<file path="src/rtl/riscv_pipe_pkg.sv">
// Shared MEM/WB definitions: destination width, payload field layout and the
// skid-stage occupancy encoding, so MEM packs and WB unpacks identically.
package riscv_pipe_pkg;

    localparam int unsigned RD_W       = 5;
    localparam int unsigned MEM_DATA_W = 32;
    localparam int unsigned ALU_O_W    = 32;
    localparam int unsigned CSR_ADDR_W = 12;
    localparam int unsigned CSR_DATA_W = 32;
    localparam int unsigned RSVD_W     = 14;

    // Field LSB offsets inside the flat payload vector (wr_csr at bit 0)
    localparam int unsigned WR_CSR_LSB    = 0;
    localparam int unsigned MEM2REG_LSB   = 1;
    localparam int unsigned MEM_DATA_LSB  = 2;
    localparam int unsigned ALU_O_LSB     = MEM_DATA_LSB + MEM_DATA_W;
    localparam int unsigned CSR_WADDR_LSB = ALU_O_LSB + ALU_O_W;
    localparam int unsigned CSR_WDATA_LSB = CSR_WADDR_LSB + CSR_ADDR_W;
    localparam int unsigned CSR_RADDR_LSB = CSR_WDATA_LSB + CSR_DATA_W;
    localparam int unsigned RSVD_LSB      = CSR_RADDR_LSB + CSR_ADDR_W;

    typedef struct packed {
        logic [RSVD_W-1:0]     rsvd;
        logic [CSR_ADDR_W-1:0] csr_raddr;
        logic [CSR_DATA_W-1:0] csr_wdata;
        logic [CSR_ADDR_W-1:0] csr_waddr;
        logic [ALU_O_W-1:0]    alu_o;
        logic [MEM_DATA_W-1:0] mem_data;
        logic                  mem2reg;
        logic                  wr_csr;
    } mem_wb_payload_t;

    localparam int unsigned MEM_WB_PAYLOAD_W = $bits(mem_wb_payload_t);

    typedef enum logic [1:0] {
        OCC_EMPTY = 2'd0,
        OCC_HEAD  = 2'd1,
        OCC_FULL  = 2'd2
    } occ_state_t;

endpackage

</file>
<file path="src/rtl/sat_counter.sv">
// Event counter that sticks at its all-ones value instead of wrapping.
module sat_counter #(
    parameter int unsigned CNT_W = 16
) (
    input  logic             clk,
    input  logic             rst,
    input  logic             inc,
    output logic [CNT_W-1:0] count
);

    always_ff @(posedge clk or negedge rst) begin
        if (!rst) begin
            count <= '0;
        end else if (inc && (count != '1)) begin
            count <= count + {{(CNT_W-1){1'b0}}, 1'b1};
        end
    end

endmodule

</file>
<file path="src/rtl/mem_wb_skid_stage.sv">
// MEM->WB stage register with a 2-entry skid buffer; in_ready is a flop so
// WB backpressure never reaches MEM combinationally.
module mem_wb_skid_stage
    import riscv_pipe_pkg::*;
#(
    parameter int unsigned PAYLOAD_W = riscv_pipe_pkg::MEM_WB_PAYLOAD_W,
    parameter int unsigned RD_W      = riscv_pipe_pkg::RD_W,
    parameter int unsigned CNT_W     = 16
) (
    input  logic                 clk,
    input  logic                 rst,
    input  logic                 flush,
    input  logic                 in_valid,
    output logic                 in_ready,
    input  logic [PAYLOAD_W-1:0] in_payload,
    input  logic [RD_W-1:0]      in_rd,
    input  logic                 in_regs_write,
    output logic                 out_valid,
    input  logic                 out_ready,
    output logic [PAYLOAD_W-1:0] out_payload,
    output logic [RD_W-1:0]      out_rd,
    output logic                 out_regs_write,
    output logic [1:0]           occupancy,
    output logic [CNT_W-1:0]     stall_cnt,
    output logic [CNT_W-1:0]     flush_cnt
);

    occ_state_t           state, state_nx;
    logic                 in_ready_q;
    logic [PAYLOAD_W-1:0] head_payload, skid_payload;
    logic [RD_W-1:0]      head_rd, skid_rd;
    logic                 head_rw, skid_rw;
    logic                 acc, pop, stall, kill;
    logic                 load_head_in, load_head_skid, load_skid;
    logic                 clr_head, clr_skid;

    assign out_valid = (state != OCC_EMPTY);
    assign acc       = in_valid & in_ready_q;
    assign pop       = out_valid & out_ready;
    assign stall     = out_valid & ~out_ready;
    assign kill      = flush & out_valid;

    always_comb begin
        state_nx       = state;
        load_head_in   = 1'b0;
        load_head_skid = 1'b0;
        load_skid      = 1'b0;
        clr_head       = 1'b0;
        clr_skid       = 1'b0;
        if (flush) begin
            state_nx = OCC_EMPTY;
            clr_head = 1'b1;
            clr_skid = 1'b1;
        end else begin
            case (state)
                OCC_EMPTY: begin
                    if (acc) begin
                        state_nx     = OCC_HEAD;
                        load_head_in = 1'b1;
                    end
                end
                OCC_HEAD: begin
                    if (pop && acc) begin
                        load_head_in = 1'b1;
                    end else if (acc) begin
                        state_nx  = OCC_FULL;
                        load_skid = 1'b1;
                    end else if (pop) begin
                        state_nx = OCC_EMPTY;
                        clr_head = 1'b1;
                    end
                end
                // in_ready is low here, so no accept can coincide with the pop
                OCC_FULL: begin
                    if (pop) begin
                        state_nx       = OCC_HEAD;
                        load_head_skid = 1'b1;
                        clr_skid       = 1'b1;
                    end
                end
                default: begin
                    state_nx = OCC_EMPTY;
                    clr_head = 1'b1;
                    clr_skid = 1'b1;
                end
            endcase
        end
    end

    always_ff @(posedge clk or negedge rst) begin
        if (!rst) begin
            state      <= OCC_EMPTY;
            in_ready_q <= 1'b1;
        end else begin
            state      <= state_nx;
            in_ready_q <= (state_nx != OCC_FULL);
        end
    end

    always_ff @(posedge clk or negedge rst) begin
        if (!rst) begin
            head_payload <= '0;
            head_rd      <= '0;
            head_rw      <= 1'b0;
        end else if (clr_head) begin
            head_payload <= '0;
            head_rd      <= '0;
            head_rw      <= 1'b0;
        end else if (load_head_in) begin
            head_payload <= in_payload;
            head_rd      <= in_rd;
            head_rw      <= in_regs_write;
        end else if (load_head_skid) begin
            head_payload <= skid_payload;
            head_rd      <= skid_rd;
            head_rw      <= skid_rw;
        end
    end

    always_ff @(posedge clk or negedge rst) begin
        if (!rst) begin
            skid_payload <= '0;
            skid_rd      <= '0;
            skid_rw      <= 1'b0;
        end else if (clr_skid) begin
            skid_payload <= '0;
            skid_rd      <= '0;
            skid_rw      <= 1'b0;
        end else if (load_skid) begin
            skid_payload <= in_payload;
            skid_rd      <= in_rd;
            skid_rw      <= in_regs_write;
        end
    end

    assign in_ready       = in_ready_q;
    assign out_payload    = head_payload;
    assign out_rd         = head_rd;
    assign out_regs_write = head_rw & out_valid;
    assign occupancy      = state;

    sat_counter #(.CNT_W(CNT_W)) u_stall_cnt (
        .clk   (clk),
        .rst   (rst),
        .inc   (stall),
        .count (stall_cnt)
    );

    sat_counter #(.CNT_W(CNT_W)) u_flush_cnt (
        .clk   (clk),
        .rst   (rst),
        .inc   (kill),
        .count (flush_cnt)
    );

endmodule
</file>
<file path="config.mk">
export PLATFORM = sky130hd
export DESIGN_NAME = mem_wb_skid_stage
export DESIGN_NICKNAME = d
export VERILOG_FILES = /design/src/rtl/riscv_pipe_pkg.sv /design/src/rtl/sat_counter.sv /design/src/rtl/mem_wb_skid_stage.sv
export SDC_FILE = /design/constraint.sdc
export NUM_CORES = 1
export LEC_CHECK = 0
export CAP_MARGIN = 20
export CORE_ASPECT_RATIO = 1.5
export CORE_MARGIN = 1
export CORE_UTILIZATION = 45
export DETAILED_ROUTE_END_ITERATION = 16
export PLACE_DENSITY = 0.76
export SYNTH_ARGS = -nofsm -noshare
export SYNTH_HDL_FRONTEND = slang
export SYNTH_SLANG_ARGS = --single-unit
</file>
<file path="constraint.sdc">
create_clock -name clk -period 2.6 [get_ports clk]
set_input_delay 0.78 -clock clk [delete_from_list [all_inputs] [get_ports clk]]
set_output_delay 0.78 -clock clk [all_outputs]
set_load 0.01 [all_outputs]
</file>
Word-level counts from Yosys, hierarchy flattened
Cells that the tools add are included.
{"block": "word_totals", "ff_bits": 319, "inputBits": 147, "word_cells": 70}
{"block": "classes", "addsub": 2, "n_eq_ne": 5, "n_mux": 38, "n_bitwise": 6, "n_reduce_logical": 9}
{"cell": "136-bit two-way mux", "count": 5}
{"cell": "16-bit by 1-bit adder with 16-bit output (second input constant)", "count": 2}
{"cell": "16-bit != test (second input constant)", "count": 2}
{"cell": "5-bit two-way mux", "count": 5}
{"cell": "1-bit two-way mux", "count": 18}
{"cell": "2-bit two-way mux", "count": 6}
{"cell": "1-bit one-hot mux with 2 select lines", "count": 3}
{"cell": "2-bit one-hot mux with 3 select lines", "count": 1}
{"cell": "1-bit AND", "count": 5}
{"cell": "2-bit nonzero test", "count": 2}
{"cell": "2-bit OR reduction", "count": 2}
{"cell": "1-bit logical AND", "count": 3}
{"cell": "3-bit nonzero test", "count": 1}
{"cell": "2-bit by 1-bit equality test with 1-bit output (second input constant)", "count": 1}
{"cell": "2-bit equality test (second input constant)", "count": 1}
{"cell": "2-bit zero test", "count": 1}
{"cell": "2-bit != test (second input constant)", "count": 1}
{"cell": "1-bit inverter", "count": 1}

Longest topological paths before layout
Gate-level depths: netlist of the first run.
{"block": "logic_depth", "depth_word": 8, "depth_mapped": 8}

Modules after synthesis
From an unflattened synthesis of the first run, not the netlist that was laid out.
{"block": "hier_totals", "cells_unflattened": 976, "area_unflattened_um2": 13464.2}
{"mod": "mem_wb_skid_stage", "n_inst": 1, "cells_per_inst": 822, "area_each_um2": 11695.0}
{"mod": "sat_counter", "n_inst": 2, "cells_per_inst": 77, "area_each_um2": 884.6}

Worst setup path before layout of the first run
Ideal clock, no wire load.
{"block": "synth_path", "path_kind": "input port to flip-flop", "start": "input flush", "end": "register head_payload[0], in the netlist out_payload[0]", "arrival_ps": 2140, "t_required_ps": 2504, "slack_ps": 364, "cell_stages": 7, "path_buffers": 4, "path_cell_list": "buf_2 or4_1 buf_2 buf_6 buf_6 mux2i_1 o31ai_1"}
{"block": "synth_via", "elab_chain_len": 3, "elab_cells_between_ends": 6}
{"element": "start, declared", "line_no": "mem_wb_skid_stage.sv:12", "source": "input logic flush,"}
{"element": "1-bit two-way mux", "line_no": "mem_wb_skid_stage.sv:50", "source": "if (flush) begin"}
{"element": "136-bit two-way mux", "line_no": "mem_wb_skid_stage.sv:109", "source": "end else if (load_head_in) begin"}
{"element": "136-bit two-way mux", "line_no": "mem_wb_skid_stage.sv:105", "source": "end else if (clr_head) begin"}
{"element": "end signal, assigned", "line_no": "mem_wb_skid_stage.sv:110", "source": "head_payload <= in_payload;"}
{"element": "end signal, assigned", "line_no": "mem_wb_skid_stage.sv:114", "source": "head_payload <= skid_payload;"}
{"element": "end, declared", "line_no": "mem_wb_skid_stage.sv:30", "source": "logic [PAYLOAD_W-1:0] head_payload, skid_payload;"}
Several ways; a longest one is shown, not always the timed one.
A chain may end at the register's enable or synchronous reset.

Worst setup path after layout of the first run
{"block": "layout_path", "start": "register state[1], in the netlist occupancy[1]", "end": "output out_regs_write"}
{"block": "layout_via", "elab_chain_len": 2}
{"element": "start, declared", "line_no": "mem_wb_skid_stage.sv:28", "source": "occ_state_t state, state_nx;"}
{"element": "start signal, assigned", "line_no": "mem_wb_skid_stage.sv:95", "source": "state <= state_nx;"}
{"element": "2-bit nonzero test", "line_no": "mem_wb_skid_stage.sv:37", "source": "assign out_valid = (state != OCC_EMPTY);"}
{"element": "1-bit AND", "line_no": "mem_wb_skid_stage.sv:139", "source": "assign out_regs_write = head_rw & out_valid;"}
{"element": "end, declared", "line_no": "mem_wb_skid_stage.sv:22", "source": "output logic out_regs_write,"}
No other way between the ends.

==> results.sh, run 1 <==
export IMPL_grt_overflow_total=0
export IMPL_synth_nets=1261
export IMPL_drv_cap=0
export IMPL_drt_wl_total_um=36800
export IMPL_skew_ns=0.0150
export IMPL_crit_arrival_ns=1.66
export IMPL_gp_congestion=0.829
export IMPL_r2r_end="out_payload[127]"
export IMPL_ys_seq_elements=319
export IMPL_drv_slew=0
export IMPL_first_pass_iters=7
export IMPL_ant_nets=0
export IMPL_yosysTopAreaCell="dfrtp_1"
export IMPL_cts_buffers_inserted=34
export IMPL_leakagePower_nw=8.85
export IMPL_cp_required_ns=1.82
export IMPL_clock_path_buffers=3
export IMPL_die_w_um=144
export IMPL_min_period_ns=2.44
export IMPL_yosysUniqueCellTypes=44
export IMPL_post_route_util_pct=63.8
export IMPL_cts_setup_buffers=0
export IMPL_start_util_pct=45.9
export IMPL_rows=77
export IMPL_fin_cells=1875
export IMPL_synth_edf_count=0
export IMPL_crit_fanout=2
export IMPL_ff2ff_setup_slack_ns=0.49
export IMPL_grt_pass1_wl_um=58600
export IMPL_worstSetupStartpointType="register"
export IMPL_synth_top_cell_area_share_pct=58.6
export IMPL_dp_cells=1810
export IMPL_r2r_start="in_ready"
export IMPL_die_area_mm2=0.0309
export IMPL_p_per_area_mw_per_mm2=634
export IMPL_cts_root_buf="clkbuf_16"
export IMPL_synthSimpleGateAreaFrac_pct=6.91
export IMPL_synth_xor_area_share_pct=1.81
export IMPL_n_fill_cell=2338
export IMPL_critical_path_class="reg -> out"
export IMPL_synthFlopType="dfrtp_1"
export IMPL_setup_viol=0
export IMPL_path_clk_slew_ns=0.06
export IMPL_portBuffers=324
export IMPL_dp_hpwl_um=25200
export IMPL_antenna_found_initial=7
export IMPL_cp_end_kind="primary output"
export IMPL_drtIter0Drc=485
export IMPL_syn_area_mm2=0.0136
export IMPL_ys_seq_area_share_pct=58.8
export IMPL_cts_tree="done"
export IMPL_synthCells=1112
export IMPL_wl_per_cell_um=19.7
export IMPL_synth_top_family_by_area="compound AO/OA/AOI/OAI gates"
export IMPL_layout_nets=1600
export IMPL_grt_max_degree=61
export IMPL_grt_pass1_vias=10719
export IMPL_power_mw=12.0
export IMPL_num_vias=10389
export IMPL_ys_async_sr_fraction_pct=100
export IMPL_fp_dieH_um=215
export IMPL_synthMuxAreaShare_pct=10.7
export IMPL_via_per_inst=5.54
export IMPL_hold_buffers=0
export IMPL_synthToLayoutAreaGrowth_pct=38.9
export IMPL_grt_usage_pct=24.3
export IMPL_synth_area_leaders="dfrtp_1 (59%), mux2i_1 (11%), a22o_1 (9.2%)"
export IMPL_cts_sinks=319
export IMPL_hold_violations=0
export IMPL_rr_worst_depth=5
export IMPL_max_slew_margin_pct=63.5
export IMPL_synth_compound_area_share_pct=18.0
export IMPL_worstMarginPinSlew_ns=0.547
export IMPL_yosysWarnings=0
export IMPL_drive_gt1_share_pct=9.50
export IMPL_synthAdderAreaFrac_pct=0.184
export IMPL_design_core_area_mm2=0.0296
export IMPL_rsz0062_at_grt="no"
export IMPL_fmax_mhz=410
export IMPL_period_share_pct=93.9
export IMPL_syn_area_per_cell_um2=12.2
export IMPL_status="finished clean"
export IMPL_pin_count=325
export IMPL_hold_class="in -> async"
export IMPL_clk_latency_ns=0.52
export IMPL_ir_worst_vdd_uv=466
export IMPL_drc=0
export IMPL_htreeDepth=2
export IMPL_finalSetupTns_ns=0
-- how the worst max path moves through the flow --
stage / from / end / slack [ns] / cells after the start
after floorplan: flush / out_payload[0] / 0.36 / 7
after global placement: out_ready / skid_payload[22] / -0.10 / 7
after detailed placement: out_ready / out_payload[35] / -0.17 / 8
after CTS: occupancy[1] / out_valid / 0.009 / 2
after global routing: occupancy[1] / out_regs_write / 0.10 / 3
final: occupancy[1] / out_regs_write / 0.16 / 3
-- cells in the final DEF, fill, tap and decap left out, types with 3 or more instances in the layout --
| master | Yosys | routed |
|---|---|---|
| xor2_1 | 9 | 9 |
| a22o_1 | 142 | 142 |
| o31ai_1 | 142 | 142 |
| dfrtp_1 | 318 | 318 |
| nand3_1 | 12 | 12 |
| nor3_1 | 3 | 3 |
| clkbuf_1 | 39 | 6 |
| diode_2 | 0 | 7 |
| nand2b_1 | 3 | 3 |
| inv_1 | 4 | 4 |
| nand4_1 | 9 | 9 |
| buf_12 | 0 | 26 |
| xnor2_1 | 19 | 19 |
| nor2_1 | 15 | 15 |
| mux2i_1 | 143 | 143 |
| clkbuf_8 | 0 | 3 |
| buf_4 | 0 | 49 |
| nand2_1 | 156 | 156 |
| clkdlybuf4s50_1 | 0 | 321 |
| clkinv_2 | 0 | 10 |
| a21oi_1 | 8 | 7 |
| clkbuf_16 | 0 | 37 |
-- logic make-up after synthesis --
logic type,after synthesis
compound gates,303
xor+xnor,28
fa+ha+maj,2
buf+inv,100
flops,319
mux,145
simple gates,215
-- power by group --
group | total [mW] | internal [mW] | switching (mW)
Combinational | 1.82 | 0.938 | 0.882
Sequential | 5.40 | 5.20 | 0.198
Clock | 4.74 | 2.77 | 1.97
-- per-stage QoR --
stage / hold slack [ns] / instance area [µm²] / setup slack, ns
after global routing: 0.222 / 18900 / 0.100
after CTS: 0.220 / 18800 / 0.00944
after global placement: 0.458 / 17800 / -0.102
after floorplan: 0.440 / 13600 / 0.364
final: 0.206 / 18900 / 0.159
after detailed placement: 0.463 / 17800 / -0.165
-- registers in the layout, indices dropped and copies added, names as in the netlist --
name / count
head_rw: 1
in_ready: 1
occupancy: 2
out_payload: 136
out_rd: 5
skid_payload: 136
skid_rd: 5
skid_rw: 1
u_flush_cnt.count: 16
u_stall_cnt.count: 16
-- synthesized netlist by cell type, drive strengths merged (2+ instances only) --
master  count
a21o        2
a21oi       8
a22o      142
and4        2
buf        57
clkbuf     39
dfrtp     318
ha          2
inv         4
mux2        2
mux2i     143
nand2     157
nand2b      3
nand3      12
nand4       9
nor2       15
nor3        3
nor4        2
o21bai      2
o31ai     142
or2         3
xnor2      19
xor2        9
-- metal layers --
metal,up-vias,global-route usage [%],share of wire [%]
met4,0,13.2,5.0
met5,-,0,0
met2,330,40.2,50
met3,95,5.77,6.1
met1,5176,28.9,39
li1,4788,-,-
-- area by class of cell --
| cell class | instances | area [µm²] | area share [%] |
|---|---|---|---|
| Tap cell | 395 | 494 | 2.62 |
| Timing Repair Buffer | 399 | 4140 | 21.9 |
| Clock buffer | 46 | 990 | 5.25 |
| Sequential cell | 319 | 7980 | 42.3 |
| Multi-Input combinational cell | 693 | 5130 | 27.2 |
| Inverter | 4 | 15.0 | 0.0796 |
| Antenna cell | 7 | 17.5 | 0.0929 |
| Clock inverter | 12 | 88.8 | 0.471 |
-- repair_timing --
| item | CTS | global route |
|---|---|---|
| endpoints found under the setup margin | 1 | 1 |
| endpoints found under the hold margin | 0 | 0 |
| resized for setup | 1 | 1 |
-- critical path, cell delays in order (launching register included) --
cell	delay, ns
dfrtp_1	0.37
or2_2	0.32
and2_1	0.17
dlygate4sd2_1	0.29
Note: power is estimated with default switching activity, not from simulation.
==> inputs of run 2 (changes only) <==
--- a/config.mk
+++ b/config.mk
@@ -5,11 +5,11 @@
 export SDC_FILE = /design/constraint.sdc
 export NUM_CORES = 1
 export LEC_CHECK = 0
-export CAP_MARGIN = 20
 export CORE_ASPECT_RATIO = 1.5
 export CORE_MARGIN = 1
 export CORE_UTILIZATION = 45
 export DETAILED_ROUTE_END_ITERATION = 16
+export GPL_ROUTABILITY_DRIVEN = 1
 export PLACE_DENSITY = 0.76
 export SYNTH_ARGS = -nofsm -noshare
 export SYNTH_HDL_FRONTEND = slang
==> results of run 2 <==
The final DEF is identical to that of run 1; final timing and power are the same.
==> inputs of run 3 (changes only) <==
--- a/config.mk
+++ b/config.mk
@@ -9,8 +9,10 @@
 export CORE_MARGIN = 1
 export CORE_UTILIZATION = 45
 export DETAILED_ROUTE_END_ITERATION = 16
-export GPL_ROUTABILITY_DRIVEN = 1
-export PLACE_DENSITY = 0.76
+export GPL_ROUTABILITY_DRIVEN = 0
+export MAX_ROUTING_LAYER = met4
+export PLACE_DENSITY = 0.77
 export SYNTH_ARGS = -nofsm -noshare
 export SYNTH_HDL_FRONTEND = slang
+export SYNTH_HIERARCHICAL = 1
 export SYNTH_SLANG_ARGS = --single-unit
==> run 3 against run 2 <==
  * Design area decreased by 2.1%
  * Synthesized area decreased by 0.84%
  * Largest power group unchanged
  * Die area decreased by 0.83%
  * Power decreased by 2.8%
  * Worst setup slack got worse by 0.065 ns
  * Sequential power about the same
  * Count of clock-buffer cells in the layout decreased by 3
==> results.sh, run 3 <==
export IMPL_syn_area_per_cell_um2=13.8
export IMPL_hold_class="in -> async"
export IMPL_final_cell_mix="clkdlybuf4s50_1 (322), dfrtp_1 (316), mux2i_1 (143), o2bb2ai_1 (142), a22o_1 (142)"
export IMPL_fmax_mhz=399
export IMPL_hold_violations=0
export IMPL_ys_async_sr_fraction_pct=100
export IMPL_die_w_um=143
export IMPL_max_stage_delay_ns=0.59
export IMPL_via_per_inst=5.77
export IMPL_drc=0
export IMPL_cts_root_buf="clkbuf_16"
export IMPL_synthToLayoutAreaGrowth_pct=37.1
export IMPL_antenna_found_initial=4
export IMPL_leakagePower_nw=8.59
export IMPL_n_fill_cell=2293
export IMPL_drv_cap=0
export IMPL_max_slew_margin_pct=65.1
export IMPL_synth_nets=1125
export IMPL_syn_area_mm2=0.0135
export IMPL_cts_buffers_inserted=30
export IMPL_crit_path_cell_trace="clkdlybuf4s50_1"
export IMPL_synth_top_cell_area_share_pct=59.1
export IMPL_drtIter0Drc=493
export IMPL_synth_xor_area_share_pct=0.911
export IMPL_ant_nets=0
export IMPL_drv_slew=0
export IMPL_status="finished clean"
export IMPL_ir_worst_vdd_uv=660
export IMPL_layout_nets=1448
export IMPL_crit_arrival_ns=1.73
export IMPL_clk_latency_ns=0.56
export IMPL_final_common_cell="clkdlybuf4s50_1"
export IMPL_hold_buffers=0
export IMPL_synthMuxAreaShare_pct=11.1
export IMPL_drt_wl_total_um=36700
export IMPL_cp_required_ns=1.82
export IMPL_crit_fanout=5
export IMPL_synth_commonest_cells="dfrtp_1 (318), mux2i_1 (143), a22o_1 (142), o2bb2ai_1 (142), clkbuf_1 (37)"
export IMPL_start_util_pct=45.7
export IMPL_rsz0062_at_grt="no"
export IMPL_grt_pass1_wl_um=56700
export IMPL_synthCells=976
export IMPL_die_area_mm2=0.0306
export IMPL_power_mw=11.6
export IMPL_grt_max_degree=86
export IMPL_critical_path_class="reg -> out"
export IMPL_p_per_area_mw_per_mm2=630
export IMPL_pin_count=325
export IMPL_ys_seq_elements=319
export IMPL_worstSetupStartpointType="register"
export IMPL_yosysUniqueCellTypes=45
export IMPL_synthAdderAreaFrac_pct=0.186
export IMPL_critical_path_top_delay_family="flip-flops"
export IMPL_skew_ns=0.0100
export IMPL_portBuffers=324
export IMPL_dp_hpwl_um=24000
export IMPL_yosys_cell_count_top_type="dfrtp_1"
export IMPL_grt_pass1_vias=10303
export IMPL_cp_end_kind="primary output"
export IMPL_clock_path_buffers=3
export IMPL_yosysTopAreaCell="dfrtp_1"
export IMPL_synth_top_family_by_area="compound AO/OA/AOI/OAI gates"
export IMPL_synth_edf_count=0
export IMPL_grt_usage_pct=24.5
export IMPL_setup_viol=0
export IMPL_worstMarginPinSlew_ns=0.524
export IMPL_finalSetupTns_ns=0
export IMPL_synth_area_leaders="dfrtp_1 (59%), mux2i_1 (11%), a22o_1 (9.2%)"
export IMPL_cp_slowest_cell="dfstp_2"
export IMPL_htreeDepth=1
export IMPL_post_route_util_pct=62.6
export IMPL_cts_tree="done"
export IMPL_synthSimpleGateAreaFrac_pct=4.93
export IMPL_first_pass_iters=4
export IMPL_grt_overflow_total=0
export IMPL_synthFlopType="dfrtp_1"
export IMPL_path_clk_slew_ns=0.06
export IMPL_cts_sinks=319
export IMPL_whs_ns=0.123
export IMPL_yosysWarnings=6
export IMPL_synth_compound_area_share_pct=20.4
export IMPL_min_period_ns=2.51
export IMPL_wl_per_cell_um=21.3
export IMPL_period_share_pct=96.4
export IMPL_drive_gt1_share_pct=9.99
export IMPL_rows=77
export IMPL_fp_dieH_um=214
export IMPL_num_vias=9919
export IMPL_design_core_area_mm2=0.0295
export IMPL_critPathBufInv=1
export IMPL_ys_seq_area_share_pct=59.3
==> run 3: cell types whose count changed after synthesis, sizes merged, moves of 7 or more <==
| cell | before | now |
|---|---|---|
| nand4 | 9 | 20 |
| xnor2 | 19 | 10 |
| nand3 | 12 | 19 |
| nand2 | 157 | 10 |
| o31ai | 142 | 2 |
| o2bb2ai | 0 | 142 |
| buf | 57 | 45 |
==> run 3: final timing paths <==
check / startpoint / end / slack [ns] / cells after the start
min in group clk: out_payload[44] / out_payload[44] / 0.49 / 1
hold / removal: rst / u_stall_cnt/count[11] / 0.12 / 1
hold reg to reg: out_payload[44] / out_payload[44] / 0.49 / 1
setup / recovery: in_ready / in_ready / 0.09 / 1
max in group asynchronous: rst / skid_payload[64] / 1.70 / 2
setup reg to reg: occupancy[1] / out_payload[104] / 0.61 / 7
==> run 3: routing by layer <==
metal  track usage [%]  vias to the layer above  part of all wire, %  wire length (µm)
li1                  -                     4427                    -                 -
met1              29.1                     5093                   39             14200
met2              40.1                      319                   51             18800
met3              4.38                       80                  5.9              2170
met4              12.0                        0                  4.3              1560
met5                 -                        -                    0                 0
==> run 3: per-stage QoR <==
stage	instance area, µm²	cells	worst slack [ns]
after floorplan	13500	976	0.299
after detailed placement	17400	1658	-0.0223
after global routing	18500	1720	0.0382
final	18500	1720	0.0938
after CTS	18400	1714	0.0121
after global placement	17400	1658	0.0494
==> run 3: power breakdown <==
group	internal, mW	switching, mW
registers	5.17	0.233
logic	0.850	0.832
clock network	2.67	1.87
total	8.69	2.94
==> run 3: cell families (layout without fill, tap and decap cells) <==
kind of cell	Yosys count	count (layout)
flip-flops	319	319
AO/OA/AOI/OAI	318	318
multiplexers	147	147
AND/OR/NAND/NOR	92	92
buffers and inverters	84	429
XOR/XNOR	14	14
adder cells (fa/ha/maj)	2	2
other	0	4
==> run 3: repair_timing <==
| item | in CTS | in global routing |
|---|---|---|
| setup buffers | 2 | 2 |
| endpoints found under the setup margin | 2 | 1 |
| resized for setup | 4 | 1 |
==> run 3: final cells by class <==
cell class | count | area [µm²] | area share [%]
flip-flops and latches | 319 | 7990 | 43.3
multi-input cells | 573 | 5090 | 27.6
repair buffers | 373 | 3840 | 20.8
clock buffers | 43 | 891 | 4.83
well taps | 395 | 494 | 2.68
clock inverters | 11 | 135 | 0.732
diodes | 4 | 10.0 | 0.0542
inverters | 2 | 7.51 | 0.0407
